File: src/rtl/instruction_fetch_unit.sv
// Instruction fetch stage: owns the PC, runs a single-outstanding imem
// request/wait handshake and buffers fetched words in a prefetch FIFO
// feeding decode. Optional feature macro: IFU_MISALIGN_CHECK_EN (sticky
// misaligned-redirect flag; when undefined redirect_pc[1:0] is forced to 0).
module instruction_fetch_unit #(
    parameter int unsigned     XLEN     = 32,
    parameter int unsigned     DEPTH    = 4,
    parameter logic [XLEN-1:0] RESET_PC = '0
) (
    input  logic            clk,
    input  logic            rst,
    output logic            imem_req,
    output logic [XLEN-1:0] imem_addr,
    input  logic            imem_wait,
    input  logic [XLEN-1:0] imem_rdata,
    output logic            fd_valid,
    input  logic            fd_ready,
    output logic [XLEN-1:0] fd_instruction,
    output logic [XLEN-1:0] fd_pc,
    input  logic            redirect_valid,
    input  logic [XLEN-1:0] redirect_pc
`ifdef IFU_MISALIGN_CHECK_EN
    ,
    output logic            fetch_misaligned
`endif
);

    localparam int unsigned AW = $clog2(DEPTH);
    localparam int unsigned CW = AW + 1;

    typedef enum logic [1:0] {
        IDLE = 2'd0,
        REQ  = 2'd1,
        DROP = 2'd2
    } state_t;

    state_t            state_q, state_d;
    logic [XLEN-1:0]   pc_q, pc_d;
    logic [XLEN-1:0]   addr_d;
    logic [XLEN-1:0]   target_pc;
    logic [CW-1:0]     count_q, count_d;
    logic [AW-1:0]     wr_ptr, rd_ptr;
    logic [XLEN-1:0]   fifo_instr [DEPTH];
    logic [XLEN-1:0]   fifo_pc    [DEPTH];
    logic              complete, push, pop, can_issue, issue, blocked;

    assign fd_valid       = (count_q != '0);
    assign fd_instruction = fifo_instr[rd_ptr];
    assign fd_pc          = fifo_pc[rd_ptr];

    // Handshake bookkeeping: completion, push/pop, post-cycle occupancy, space
    always_comb begin
        complete  = imem_req && !imem_wait;
        pop       = fd_valid && fd_ready;
        push      = (state_q == REQ) && complete && !redirect_valid;
        count_d   = redirect_valid ? '0 : (count_q + CW'(push) - CW'(pop));
`ifdef IFU_MISALIGN_CHECK_EN
        blocked   = redirect_valid ? (redirect_pc[1:0] != 2'b00) : fetch_misaligned;
        target_pc = redirect_valid ? redirect_pc : pc_q;
`else
        blocked   = 1'b0;
        target_pc = redirect_valid ? (redirect_pc & ~XLEN'(3)) : pc_q;
`endif
        can_issue = (count_d < CW'(DEPTH)) && !blocked;
    end

    // Next-state: a completion or an idle slot may (re)issue; redirect mid-wait drops
    always_comb begin
        state_d = state_q;
        unique case (state_q)
            IDLE: if (can_issue) state_d = REQ;
            REQ: begin
                if (complete)            state_d = can_issue ? REQ : IDLE;
                else if (redirect_valid) state_d = DROP;
            end
            DROP: if (complete) state_d = can_issue ? REQ : IDLE;
            default: state_d = IDLE;
        endcase
    end

    // Issue decode: new request latches target address and advances the PC
    always_comb begin
        issue  = ((state_q == IDLE) || complete) && (state_d == REQ);
        addr_d = issue ? target_pc : imem_addr;
        pc_d   = issue ? (target_pc + XLEN'(4)) : target_pc;
    end

    // State register
    always_ff @(posedge clk or negedge rst) begin
        if (!rst) state_q <= IDLE;
        else      state_q <= state_d;
    end

    // PC, request outputs and misalignment flag
    always_ff @(posedge clk or negedge rst) begin
        if (!rst) begin
            pc_q      <= RESET_PC;
            imem_addr <= RESET_PC;
            imem_req  <= 1'b0;
`ifdef IFU_MISALIGN_CHECK_EN
            fetch_misaligned <= 1'b0;
`endif
        end else begin
            pc_q      <= pc_d;
            imem_addr <= addr_d;
            imem_req  <= (state_d != IDLE);
`ifdef IFU_MISALIGN_CHECK_EN
            if (redirect_valid) fetch_misaligned <= (redirect_pc[1:0] != 2'b00);
`endif
        end
    end

    // Prefetch FIFO; redirect flushes and overrides same-cycle push/pop
    always_ff @(posedge clk or negedge rst) begin
        if (!rst) begin
            count_q <= '0;
            wr_ptr  <= '0;
            rd_ptr  <= '0;
            for (int i = 0; i < int'(DEPTH); i++) begin
                fifo_instr[i] <= '0;
                fifo_pc[i]    <= '0;
            end
        end else begin
            count_q <= count_d;
            if (redirect_valid) begin
                wr_ptr <= '0;
                rd_ptr <= '0;
            end else begin
                if (push) begin
                    fifo_instr[wr_ptr] <= imem_rdata;
                    fifo_pc[wr_ptr]    <= imem_addr;
                    wr_ptr             <= wr_ptr + AW'(1);
                end
                if (pop) rd_ptr <= rd_ptr + AW'(1);
            end
        end
    end

endmodule

File: config.mk
export PLATFORM = sky130hd
export DESIGN_NAME = instruction_fetch_unit
export DESIGN_NICKNAME = d
export VERILOG_FILES = /design/src/rtl/instruction_fetch_unit.sv
export SDC_FILE = /design/constraint.sdc
export NUM_CORES = 1
export LEC_CHECK = 0
export CAP_MARGIN = 10
export CORE_ASPECT_RATIO = 2
export CORE_MARGIN = 4
export CORE_UTILIZATION = 45
export DETAILED_ROUTE_END_ITERATION = 8
export PLACE_DENSITY = 0.66
export SLEW_MARGIN = 20
export SYNTH_ARGS = -nofsm -noshare
export SYNTH_HDL_FRONTEND = slang
export SYNTH_SLANG_ARGS = --single-unit
File: constraint.sdc
create_clock -name clk -period 7.83 [get_ports clk]
set_input_delay 1.566 -clock clk [delete_from_list [all_inputs] [get_ports clk]]
set_output_delay 1.566 -clock clk [all_outputs]
set_load 0.05 [all_outputs]
==> impl_metrics.py <==
metrics = {
    "synthesis": {
        "synthSimpleGateAreaFrac_pct": 4.95,
        "synth_top_flop_cell": "dfrtp_1",
        "synth_top_family_by_area": "multiplexers",
        "synthXorXnorAreaFrac_pct": 2.10,
        "synthArstFlopShare_pct": 100,
        "synthTopCellsByArea": "dfrtp_1 (57%), mux2_2 (20%), mux4_2 (9.9%)",
        "synth_compound_area_share_pct": 1.94,
        "synth_edf_count": 0,
        "syn_nets": 1066,
        "synth_fa_ha_area_share_pct": 0.806,
        "postSynthCellCount": 989,
        "ys_ff_latch": 330,
        "synth_cell_types": 46,
        "synth.area.mux_share_pct": 31.9,
        "yosysTopAreaCell": "dfrtp_1",
        "ys_warn_count": 0,
        "syn_area_per_cell_um2": 14.8,
        "syn_area_um2": 14600,
        "seq_area_frac_synth_pct": 56.6,
        "synth_top_area_share_pct": 56.6,
    },
    "setup_path": {
        "crit_end": "pc_q[11]$_DFF_PN0_",
        "crit_fanout": 17,
        "rr_worst_depth": 13,
        "crit_path_start_kind": "input port",
        "worstPathRequired_ns": 8.31,
        "critical-path-slowest-cell": "nor4_2",
        "rr_startpoint": "state_q[1]$_DFF_PN0_",
        "end_kind": "register",
        "slowest_delay_ns": 0.80,
        "r2r-end": "pc_q[11]$_DFF_PN0_",
        "path_cells": "clkdlybuf4s50_1 > nand2b_1 > nor4_2 > inv_1 > ha_1 > inv_1 > ha_1 > inv_1 > fa_1 > xnor2_1 > mux2i_1 > and2_1 > nand2_1 > nor3b_1 > xor2_1",
        "ff2ff_setup_slack_ns": 3.19,
        "critical_path_class": "in2reg",
        "cp-startpoint": "imem_wait",
        "cp_common_cell": "inv_1",
        "crit_arrival_ns": 6.21,
    },
    "job": {
        "maxCapViolCount": 0,
    },
    "floorplanning": {
        "core_area_um2": 32100,
        "dieHeight_um": 263,
        "die_w_um": 135,
        "io_pins": 167,
        "initial_utilization_pct": 45.4,
        "row_count": 93,
        "die_area_um2": 35600,
    },
    "cells_and_area": {
        "fin_cells": 1592,
        "fin_nets": 1220,
        "final_cell_mix": "dfrtp_1 (328), mux2_2 (262), clkdlybuf4s50_1 (162), mux4_2 (64), nand2_1 (62)",
        "diodes": 0,
        "drive_gt1_share_pct": 34.0,
        "fin_area_um2": 17700,
        "area_delta_synth_final_pct": 21.2,
        "final_common_cell": "dfrtp_1",
    },
    "grt": {
        "overflow": 0,
        "grt_pass1_vias": 9408,
        "grt_start_max_net_pins": 162,
        "grt_pass1_wl_um": 52400,
        "antenna_found_initial": 0,
        "gr-usage-all-layers_pct": 18.7,
    },
    "detailed_routing": {
        "route.vias.total": 8580,
        "drt-initial-drc-count": 311,
        "drc": 0,
        "avgRoutedWirePerCell_um": 20.5,
        "dr.pass1.iters": 4,
        "ant_nets": 0,
        "routed_wl_um": 32600,
        "vias_per_cell": 5.39,
    },
    "clock_network": {
        "clock-root-buffer": "clkbuf_16",
        "postCtsSetupRepairBufs": 0,
        "cts_sinks": 330,
        "cts_tree": "yes",
        "hold_buffers": 0,
        "path_clk_slew_ns": 0.07,
        "cts_max_path_buffers": 3,
        "cts.repair.resized": 0,
        "clk_latency_ns": 0.56,
        "h-tree-depth": 1,
        "cts_made_buffers": 31,
    },
    "hold_path": {
        "min_path_type": "reg2reg",
        "hold_path_depth": 1,
    },
    "place": {
        "postPlaceCellArea_um2": 16700,
        "hpwl_um": 20600,
        "port_buffers": 164,
        "finalWeightedCongestion": 0.767,
        "dpl.cell_count": 1536,
        "place_ws_ns": 1.49,
    },
    "timing": {
        "relSlewSlack_pct": 29.1,
        "clock.fmax_ghz": 0.174,
        "setup_violations": 0,
        "rsz0062_at_grt": "no",
        "hold_viol": 0,
        "finalSetupTns_ns": 0,
        "finalCritPeriodShare_pct": 73.2,
        "whs_ns": 0.500,
        "fin_skew_ns": 0.0124,
        "worst_slew_pin_slew_ns": 1.05,
        "fin_crit_ns": 5.73,
        "slew_violations": 0,
        "setup_slack_ns": 2.10,
    },
    "outcome": {
        "status": "complete, no violations",
    },
    "power": {
        "p_per_area_nw_per_um2": 402,
        "ir_drop_uv": 296,
        "power_leakage_nw": 8.03,
    },
}
==> cells in the mapped netlist, types with 5 or more instances <==
cell and instances:
mux4_2 64, clkbuf_1 38, mux2_2 262, nor2_1 24, nand3_1 9, xnor2_1 24, buf_2 6, ha_1 7
a21oi_1 7, mux2i_1 26, dfrtp_1 330, nand4_1 7, inv_1 12, nor3_1 7, nand3b_1 5, a31oi_1 5
xor2_1 11, nand2_1 67, nor2b_1 7, o21ai_0 24, buf_1 7
==> registers in the layout, indices dropped and copies added, names as in the netlist <==
name and count:
fifo_pc 128, imem_req 1, pc_q 32, imem_addr 32
count_q 3, wr_ptr 2, rd_ptr 2, fifo_instr 128
state_q 2
==> worst min-delay path by stage <==
stage	start	to
2_1_floorplan	pc_q[0]$_DFF_PN0_	pc_q[0]$_DFF_PN0_
3_3_place_gp	fifo_instr[60]$_DFFE_PN0P_	fifo_instr[60]$_DFFE_PN0P_
3_5_place_dp	fifo_pc[45]$_DFFE_PN0P_	fifo_pc[45]$_DFFE_PN0P_
4_1_cts	fifo_pc[45]$_DFFE_PN0P_	fifo_pc[45]$_DFFE_PN0P_
5_1_grt	fifo_instr[61]$_DFFE_PN0P_	fifo_instr[61]$_DFFE_PN0P_
6_report	fifo_pc[107]$_DFFE_PN0P_	fifo_pc[107]$_DFFE_PN0P_
==> worst max-delay path, delay by kind of cell <==
family	cells	cell delay [ns]
AND/OR/NAND/NOR	5	2.28
adder cells (fa/ha/maj)	3	0.82
buffers and inverters	4	0.68
multiplexers	1	0.51
XOR/XNOR	2	0.36
==> power by group <==
part,leakage [nW],internal (W),switching [W]
Clock,0.482,0.000804,0.000637
Combinational,3.22,0.00128,0.00179
Sequential,4.32,0.00219,0.000397
Total,8.03,0.00428,0.00282
==> routing by layer <==
| metal | track usage [%] | part of all wire, % |
|---|---|---|
| met3 | 2.97 | 4.1 |
| met2 | 34.3 | 54 |
| met5 | 0 | 0 |
| met4 | 5.15 | 2.2 |
| met1 | 22.3 | 39 |
==> layout make-up <==
| cell class | instances | area, µm² |
|---|---|---|
| clock inverter | 9 | 57.6 |
| fill | 2733 | 14400 |
| inverter | 13 | 48.8 |
| sequential | 330 | 8270 |
| timing repair buffer | 173 | 1750 |
| multi-input combinational | 594 | 6120 |
| clock buffer | 46 | 912 |
| tap | 427 | 534 |
==> cells by family (layout without fill, tap and decap cells) <==
kind of cell,count (synthesis),after routing
XOR/XNOR,35,35
adder cells (fa/ha/maj),9,9
buffers and inverters,65,241
flip-flops,330,330
multiplexers,352,352
AND/OR/NAND/NOR,150,150
AO/OA/AOI/OAI,48,48
==> metrics by stage <==
stage	power, W	utilization, %
final	0.00710	55.1
after global routing	0.00747	55.1
after CTS	0.00721	55.0
after detailed placement	0.00574	51.9
after global placement	0.00569	51.9
after floorplan	0.00469	-
No activity file was read; power rests on OpenSTA's default activity.
==> variant (same settings) <==
`DEPTH`: 4 -> 2.
--- a/src/rtl/instruction_fetch_unit.sv
+++ b/src/rtl/instruction_fetch_unit.sv
@@ -4,7 +4,7 @@
 // misaligned-redirect flag; when undefined redirect_pc[1:0] is forced to 0).
 module instruction_fetch_unit #(
     parameter int unsigned     XLEN     = 32,
-    parameter int unsigned     DEPTH    = 4,
+    parameter int unsigned     DEPTH    = 2,
     parameter logic [XLEN-1:0] RESET_PC = '0
 ) (
     input  logic            clk,
Formal check against the unedited RTL: not equivalent (Yosys sat finds a counterexample within 4 cycles, from zero or initial values and one cycle with rst low).
==> variant against the original RTL <==
Total power fell by 26%; hold slack got worse by 12 ps; maximum frequency rose by 17%; count of clock-buffer cells in the layout fell by 27; via count fell by 31%; synthesized area fell by 37%; final area fell by 34%; sequential cell count fell by 131; critical path depth fell by 3; combinational power fell by 15%; critical path type unchanged; setup slack improved by 840 ps; routed wire length fell by 36%.
==> variant: results (changes against the original RTL) <==
Synthesis
  • Seq/Total Area, Yosys: 54.6% (was 56.6%)
  • Synth top area cells: dfrtp_1 (55%), mux2_2 (24%), mux2i_1 (3.3%) (was dfrtp_1 (57%), mux2_2 (20%), mux4_2 (9.9%))
  • Mapped Nets: 759 (was 1066)
  • Unique cell type count in the Yosys netlist: 51 (was 46)
  • Post-synth ARST share: 100% (unchanged)
  • EDFF count, synth: 0 (unchanged)
  • Ys Warns: 0 (unchanged)
  • Synth cell count leaders: dfrtp_1 (199), mux2_2 (195), nand2_1 (63) (was dfrtp_1 (330), mux2_2 (262), nand2_1 (67))

Layout
  • # fillers: 1700 (was 2733)
  • Layout cells sized above 1: 29.5% (was 34.0%)
  • Total Nets Final: 912 (was 1220)
  • Antenna Diode Count: 0 (unchanged)
  • Top Registers: fifo_instr (64), fifo_pc (64) (was fifo_instr (128), fifo_pc (128))

Floorplan
  • Row count: 73 (was 93)

Place
  • Final Wtd Congestion: 0.804 (was 0.767)
  • Hpwl dp: 14400 µm (was 20600 µm)
  • IO buf count: 164 (unchanged)
  • Placed cell area: 11000 µm² (was 16700 µm²)

Critical path
  • CP max stage cell: or2_2 (was nor4_2)
  • Delay of the slowest critical-path stage: 840 ps (was 800 ps)
  • R2R depth: 11 (was 13)
  • CP max FO: 57 (was 17)
  • Worst EP arrival: 5210 ps (was 6210 ps)

Detailed routing
  • WL/cell: 18.8 µm (was 20.5 µm)
  • First-pass DRT Iterations: 4 (unchanged)
  • DR vias/cell: 5.29 (was 5.39)
  • Drt initial violations: 225 (was 311)

Clock tree
  • Clock transition at path regs: 70 ps (about the same)
  • Worst-Skew Late Latency: 430 ps (was 560 ps)
  • Post-CTS setup buffer count: 0 (unchanged)
  • CTS root buf: clkbuf_16 (unchanged)
  • H-tree Lvls: 4 (was 1)
  • Clock Tree Buf Depth: 2 (was 3)
  • Number of gates resized after cts: 0 (unchanged)
  • CTS buffer count: 17 (was 31)

Hold path
  • Worst min path class: flop to flop (unchanged)
  • WHS Path Cells: 1 (unchanged)

Outcome
  • Status: completed (unchanged)

Global route
  • GRT Resource Usage Total: 19.3% (was 18.7%)
  • Largest net degree at the start of global routing: 120 (was 162)
  • Vias in the first global route: 6590 (was 9408)
  • First-pass GRT wire length: 34400 µm (was 52400 µm)
  • Initial antenna violation count: 0 (unchanged)

Pwr
  • Max VDD drop: 0.250 mV (was 0.296 mV)
  • Sw Pwr: 2.24 mW (was 2.82 mW)
  • Leakage: 5.04 nW (was 8.03 nW)

STA
  • Slew margin rel.: 32.1% (was 29.1%)
  • Worst Skew: 14.3 ps (was 12.4 ps)
variant: changes by cell type in the layout (fill, tap and decap cells not counted), moves of 8 or more:
cell,before,now
clkbuf_16,31,17
dfrtp_1,328,198
inv_1,12,3
mux2_2,262,195
mux4_2,64,0
nand3_1,9,17
nor2_1,24,10
xnor2_1,24,14
xor2_1,11,23
variant: kinds of logic after synthesis:
logic type | synth area share [%]
AOI/OAI and AO/OA | 3.08
xor gates and xnor gates | 3.80
adders and majority gates | 0.521
buffers and inverters | 2.06
DFF | 54.6
muxes | 27.8
and+or+nand+nor | 8.13
variant: stage by stage:
step                      hold WS, ps  worst slack (ps)  std cells
after floorplan                   454              3630        687
after global placement            464              2510       1083
after detailed placement          476              2460       1083
after CTS                         493              2930       1115
after global routing              513              2660       1115
final                             488              2930       1115
variant: metal layers:
metal,GRT usage [%],vias to the layer above,part of all wire (%)
met2,35.7,122,56
met5,0,-,0
met1,21.8,3022,39
met4,6.89,0,2.0
li1,-,2726,-
met3,3.42,23,3.5
variant: final cells by class:
cell class / count / area, µm² / share of cell area [%]
Clock buffer: 19 / 443 / 3.82
Clock inverter: 13 / 193 / 1.66
Inverter: 3 / 11.3 / 0.0971
Multi-Input combinational cell: 451 / 3970 / 34.2
Sequential cell: 199 / 4980 / 43.0
Tap cell: 262 / 328 / 2.83
Timing Repair Buffer: 168 / 1670 / 14.4
variant: final timing paths:
path	slack (ps)	endpoint	startpoint
worst max-delay path	2930	imem_req$_DFF_PN0_	imem_wait
worst min-delay path	490	fifo_pc[48]$_DFFE_PN0P_	fifo_pc[48]$_DFFE_PN0P_
worst max register to register	4060	imem_req$_DFF_PN0_	state_q[1]$_DFF_PN0_
worst min register to register	490	fifo_pc[48]$_DFFE_PN0P_	fifo_pc[48]$_DFFE_PN0P_
max in group asynchronous	5250	fifo_instr[28]$_DFFE_PN0P_	rst
min in group asynchronous	1260	fifo_instr[5]$_DFFE_PN0P_	rst
variant: power by group through the flow:
stage	sequential, mW	clock, mW	combinational (mW)
after global placement	1.68	0	2.59
after floorplan	1.91	0	1.59
after detailed placement	1.72	0	2.64
after CTS	1.70	0.968	2.64
final	1.70	0.939	2.61
after global routing	1.76	1.01	2.75
variant: worst max-delay path, delay by kind of cell:
kind                     cells  cell delay, ps
XOR/XNOR                     1             360
adder cells (fa/ha/maj)      2             480
buffers and inverters        3             600
AND/OR/NAND/NOR              6            2180
